### config.mk
export PLATFORM = sky130hd
export DESIGN_NAME = gf_mult_io
export DESIGN_NICKNAME = d
export VERILOG_FILES = /design/src/rtl/gf163_pkg.sv /design/src/rtl/gf_mult_io.sv
export SDC_FILE = /design/constraint.sdc
export NUM_CORES = 1
export LEC_CHECK = 0
export ABC_AREA = 1
export BUFFER_PORTS_ARGS = -buffer_cell sky130_fd_sc_hd__buf_2
export CORE_AREA = 2 2 218 220
export DETAILED_ROUTE_END_ITERATION = 8
export DIE_AREA = 0 0 220 222
export GPL_TIMING_DRIVEN = 0
export PLACE_DENSITY = 0.73
export SLEW_MARGIN = 25
export SYNTH_ARGS = -nofsm -noshare
export SYNTH_HDL_FRONTEND = slang
export SYNTH_SLANG_ARGS = --single-unit
export TNS_END_PERCENT = 100
### constraint.sdc
create_clock -name clk -period 2.4 [get_ports clk]
set_clock_uncertainty 0.05 [all_clocks]
set_input_delay 0 -clock clk [delete_from_list [all_inputs] [get_ports clk]]
set_output_delay 0 -clock clk [all_outputs]
set_load 0.01 [all_outputs]
### src/rtl/gf163_pkg.sv
// Shared constants and FSM encoding for the GF(2^163) multiplier host interface.
package gf163_pkg;

  localparam int unsigned M      = 163;
  localparam int unsigned NWORDS = 6;

  // x^163 = x^7 + x^6 + x^3 + 1
  localparam logic [M-1:0] POLY = 163'hC9;

  typedef enum logic [1:0] {
    ST_COLLECT = 2'd0,
    ST_RUN     = 2'd1,
    ST_DRAIN   = 2'd2
  } state_t;

endpackage

### src/rtl/gf_mult_io.sv
// Host-side wrapper for an external GF(2^M) multiplier: collects two operands
// from 32-bit host words, runs the multiplier under a watchdog, and streams
// the product back out as 32-bit words.
module gf_mult_io
  import gf163_pkg::NWORDS, gf163_pkg::state_t,
         gf163_pkg::ST_COLLECT, gf163_pkg::ST_RUN, gf163_pkg::ST_DRAIN;
#(
  parameter int unsigned M       = 163,
  parameter int unsigned TIMEOUT = 255
) (
  input  logic          clk,
  input  logic          rst,
  input  logic          in_valid,
  output logic          in_ready,
  input  logic [31:0]   in_data,
  output logic [M-1:0]  op_a,
  output logic [M-1:0]  op_b,
  output logic          mult_start,
  input  logic          mult_done,
  input  logic [M-1:0]  mult_z,
  output logic          out_valid,
  input  logic          out_ready,
  output logic [31:0]   out_data,
  output logic          busy,
  output logic          err
);

  localparam int unsigned AW  = $clog2(M);
  localparam int unsigned WDW = (TIMEOUT > 1) ? $clog2(TIMEOUT) : 1;

  state_t         state;
  logic [3:0]     wcnt;
  logic [2:0]     rcnt;
  logic [WDW-1:0] wd;
  logic [M-1:0]   result;

  // Bits of word idx beyond the field width are dropped.
  function automatic logic [M-1:0] put_word(input logic [M-1:0] v,
                                            input logic [2:0]   idx,
                                            input logic [31:0]  w);
    logic [M-1:0] r;
    int unsigned  b;
    r = v;
    for (int unsigned i = 0; i < 32; i++) begin
      b = 32 * 32'(idx) + i;
      if (b < M) r[AW'(b)] = w[i];
    end
    return r;
  endfunction

  // Bits of word idx beyond the field width read as zero.
  function automatic logic [31:0] word_of(input logic [M-1:0] v,
                                          input logic [2:0]   idx);
    logic [31:0] w;
    int unsigned b;
    w = '0;
    for (int unsigned i = 0; i < 32; i++) begin
      b = 32 * 32'(idx) + i;
      if (b < M) w[i] = v[AW'(b)];
    end
    return w;
  endfunction

  // Control FSM: operand collection, watchdog-guarded run, result drain.
  always_ff @(posedge clk) begin
    if (rst) begin
      state      <= ST_COLLECT;
      wcnt       <= '0;
      rcnt       <= '0;
      wd         <= '0;
      op_a       <= '0;
      op_b       <= '0;
      result     <= '0;
      mult_start <= 1'b0;
      out_valid  <= 1'b0;
      out_data   <= '0;
      busy       <= 1'b0;
      err        <= 1'b0;
      in_ready   <= 1'b1;
    end else begin
      case (state)
        ST_COLLECT: begin
          if (in_valid && in_ready) begin
            err <= 1'b0;
            if (wcnt < 4'(NWORDS)) op_a <= put_word(op_a, wcnt[2:0], in_data);
            else                   op_b <= put_word(op_b, 3'(wcnt - 4'(NWORDS)), in_data);
            if (wcnt == 4'(2 * NWORDS - 1)) begin
              wcnt       <= '0;
              wd         <= '0;
              mult_start <= 1'b1;
              in_ready   <= 1'b0;
              busy       <= 1'b1;
              state      <= ST_RUN;
            end else begin
              wcnt <= wcnt + 4'd1;
            end
          end
        end
        ST_RUN: begin
          // A completion on the last watchdog cycle still counts as success.
          if (mult_done) begin
            result     <= mult_z;
            out_data   <= word_of(mult_z, 3'd0);
            rcnt       <= '0;
            mult_start <= 1'b0;
            out_valid  <= 1'b1;
            state      <= ST_DRAIN;
          end else if (wd == WDW'(TIMEOUT - 1)) begin
            mult_start <= 1'b0;
            err        <= 1'b1;
            busy       <= 1'b0;
            in_ready   <= 1'b1;
            state      <= ST_COLLECT;
          end else begin
            wd <= wd + WDW'(1);
          end
        end
        ST_DRAIN: begin
          if (out_ready) begin
            if (rcnt == 3'(NWORDS - 1)) begin
              out_valid <= 1'b0;
              busy      <= 1'b0;
              in_ready  <= 1'b1;
              state     <= ST_COLLECT;
            end else begin
              rcnt     <= rcnt + 3'd1;
              out_data <= word_of(result, rcnt + 3'd1);
            end
          end
        end
        default: state <= ST_COLLECT;
      endcase
    end
  end

endmodule

==> reports/qor.yml <==
ant_nets: 0
ys.flop_type: "dfxtp_1"
fp.dieArea_mm2: 0.0488
crit_path_start_kind: "register"
r2r-end: "result[79]$_SDFFE_PP0P_"
cp_data_arrival_time_ns: 2.83
dp_hpwl_um: 64300
start_util: 0.469
cp-endpoint: "result[79]$_SDFFE_PP0P_"
num_vias: 24641
grt_first_pass_wirelength_um: 137000
synthArstFlopShare: 0
r2r_slack_ns: 0.07
io_buffers: 533
synth-edff-count: 0
drt_iter0_markers: 3013
syn-cell-area_mm2: 0.0217
final_util: 0.625
die_x_um: 220
grt_pass1_vias: 22847
first_pass_iters: 8
required_ns: 2.90
yosys.area.top_type: "dfxtp_1"
worst_setup_path_end_kind: "register"
tightest_slew_ns: 1.16
core_area_mm2: 0.0463
setup_viol: 0
status: "completed"
startpoint: "state[1]$_SDFFE_PP0P_"
syn_nets: 3125
grt_overflow: 0
min_path_type: "input pin to register"
antenna_found_initial: 13
fillers: 4080
cts_root_buffer: "clkbuf_16"
slew_violations: 0
drv_cap: 0
power_mw: 28.8
ir_worst_vdd_mv: 0.744
synth_top_area_share: 0.501
ios: 563
cts.sinks: 543
clkTransAtPathRegs_ns: 0.07
hold_viol: 0
grt_max_degree: 16
ff2ff_path_depth: 8
clkLatencyLatePin_ns: 0.62
synth.distinct_cells: 33
cts_setup_buffers: 0
row_count: 79
layout_worst_path_cycle_share: 0.970
post-route-drc-count: 0
finalCriticalPeriod_ns: 2.33
chipHeight_um: 222
ys_ff_latch: 543
max_freq_mhz: 429
grt_usage: 0.368
drt_wl_total_um: 93600
syn_to_final_growth_pct: 33.1
yosysWarnings: 0
rr_startpoint: "state[1]$_SDFFE_PP0P_"
ys_seq_area_frac: 0.501
p_leak_nw: 12.1
syn_inst: 2908
clk_path_buf_depth: 3
synth_most_common_cell: "dfxtp_1"
cts-buffers-inserted: 55
drive_gt1_frac: 0.202
via_per_inst: 5.67
cts_tree: "yes"
fin_nets: 3902
place_congestion: 0.940
power_density_mw_per_mm2: 996
maxSlewHeadroom: 0.226
critical_path_peak_fanout: 10
avgSynthCellArea_um2: 7.46
synth.top_cells.by_count: "543 x dfxtp_1, 523 x nor2_1, 420 x o21ai_0"
yosys-top-cells-area: "dfxtp_1 50%, o21ai_0 9.7%, nor2_1 9.0%, a21oi_1 8.0%, nand2_1 6.4%"
wire_per_inst_um: 21.5
cts_max_level: 2
worstSetupPathType: "register to register"
==> per-stage QoR <==
| step | hold slack [ns] | area, µm² | cells | setup slack [ns] | setup TNS (ns) |
|---|---|---|---|---|---|
| after floorplan | 0.0776 | 21700 | 2908 | 0.553 | 0 |
| after global placement | 0.200 | 25100 | 4048 | -0.0567 | -0.398 |
| after detailed placement | 0.203 | 25100 | 4048 | -0.0834 | -0.628 |
| after CTS | 0.00555 | 28800 | 4332 | 0.00222 | 0 |
| after global routing | 0.0235 | 28900 | 4340 | -0.00257 | -0.00257 |
| final | 0.0229 | 28900 | 4344 | 0.0711 | 0 |
==> routing by layer <==
layer / vias to the layer above / global-route usage / routed length (µm)
met5: - / 0 / 13
met4: 2 / 0.195 / 5660
met3: 402 / 0.108 / 11500
met2: 1744 / 0.579 / 41700
met1: 11343 / 0.453 / 34700
li1: 11150 / - / -
==> critical path: stages (launching register included) <==
cell,delay (ns)
dfxtp_1,0.35
inv_1,0.08
ha_1,0.17
buf_4,0.16
nand2_1,0.28
buf_2,0.31
clkbuf_1,0.47
o21ai_0,0.23
nor2_1,0.15
==> power by group <==
part / internal [mW] / switching, mW / total [mW]
clock network: 5.01 / 3.78 / 8.79
logic: 2.90 / 6.06 / 8.96
registers: 10.3 / 0.751 / 11.0
==> area by class of cell <==
type / count / area (µm²) / area share
Inverter: 121 / 460 / 0.0159
Sequential cell: 543 / 10900 / 0.376
Timing Repair Buffer: 720 / 4540 / 0.157
Clock buffer: 87 / 1680 / 0.0580
Clock inverter: 13 / 153 / 0.00528
Tap cell: 607 / 759 / 0.0263
Antenna cell: 9 / 22.5 / 0.000779
Multi-Input combinational cell: 1987 / 9090 / 0.315
Buffer: 257 / 1320 / 0.0458
==> kinds of logic (layout without fill, tap and decap cells) <==
kind of cell / count (synthesis) / in the layout / synth area share
buf+inv: 378 / 1198 / 0.0811
fa+ha+maj: 17 / 17 / 0.00980
compound gates: 787 / 787 / 0.182
flops: 543 / 543 / 0.501
other cells: 0 / 9 / 0
simple gates: 1180 / 1180 / 0.225
xor+xnor: 3 / 3 / 0.00121
==> repair_timing <==
item	in CTS	in global routing
hold buffers	184	2
hold endpoints to repair	295	12
setup endpoints to repair	10	95
gates resized for setup	1	34
==> worst min-delay path by stage <==
stage	to	from	cells past startpoint
after floorplan	result[0]$_SDFFE_PP0P_	mult_z[0]	2
after global placement	result[0]$_SDFFE_PP0P_	mult_z[0]	3
after global routing	op_b[74]$_SDFFE_PP0P_	in_data[10]	3
after CTS	op_b[138]$_SDFFE_PP0P_	in_data[10]	3
final	op_b[138]$_SDFFE_PP0P_	in_data[10]	3
after detailed placement	result[0]$_SDFFE_PP0P_	mult_z[0]	3
==> registers in the layout (all words and copies together), names as in the netlist <==
name        flops
wd              8
err             1
rcnt            3
wcnt            4
out_data       32
op_b          163
op_a          163
out_valid       1
busy            1
in_ready        1
result        163
state           2
mult_start      1
==> cells in the final DEF (no fill, tap or decap), types with 3 or more instances in the layout <==
| cell type | netlist | final |
|---|---|---|
| buf_2 | 45 | 578 |
| nor2_2 | 1 | 5 |
| clkbuf_2 | 1 | 17 |
| nand3_2 | 6 | 6 |
| dlygate4sd3_1 | 0 | 186 |
| nand4_1 | 43 | 43 |
| nor2_1 | 523 | 518 |
| inv_1 | 106 | 106 |
| diode_2 | 0 | 9 |
| ha_1 | 17 | 17 |
| clkbuf_8 | 0 | 18 |
| clkbuf_16 | 0 | 55 |
| clkinv_2 | 1 | 8 |
| inv_2 | 11 | 11 |
| o21ai_0 | 420 | 420 |
| buf_4 | 13 | 13 |
| nor3_1 | 3 | 3 |
| nand2_1 | 370 | 370 |
| buf_1 | 6 | 6 |
| clkbuf_1 | 162 | 159 |
| a21oi_1 | 349 | 349 |
| o21ai_1 | 10 | 10 |
| nand3_1 | 233 | 233 |
| dfxtp_1 | 543 | 543 |
| buf_6 | 29 | 30 |
Power figures use the tool's default switching activity.
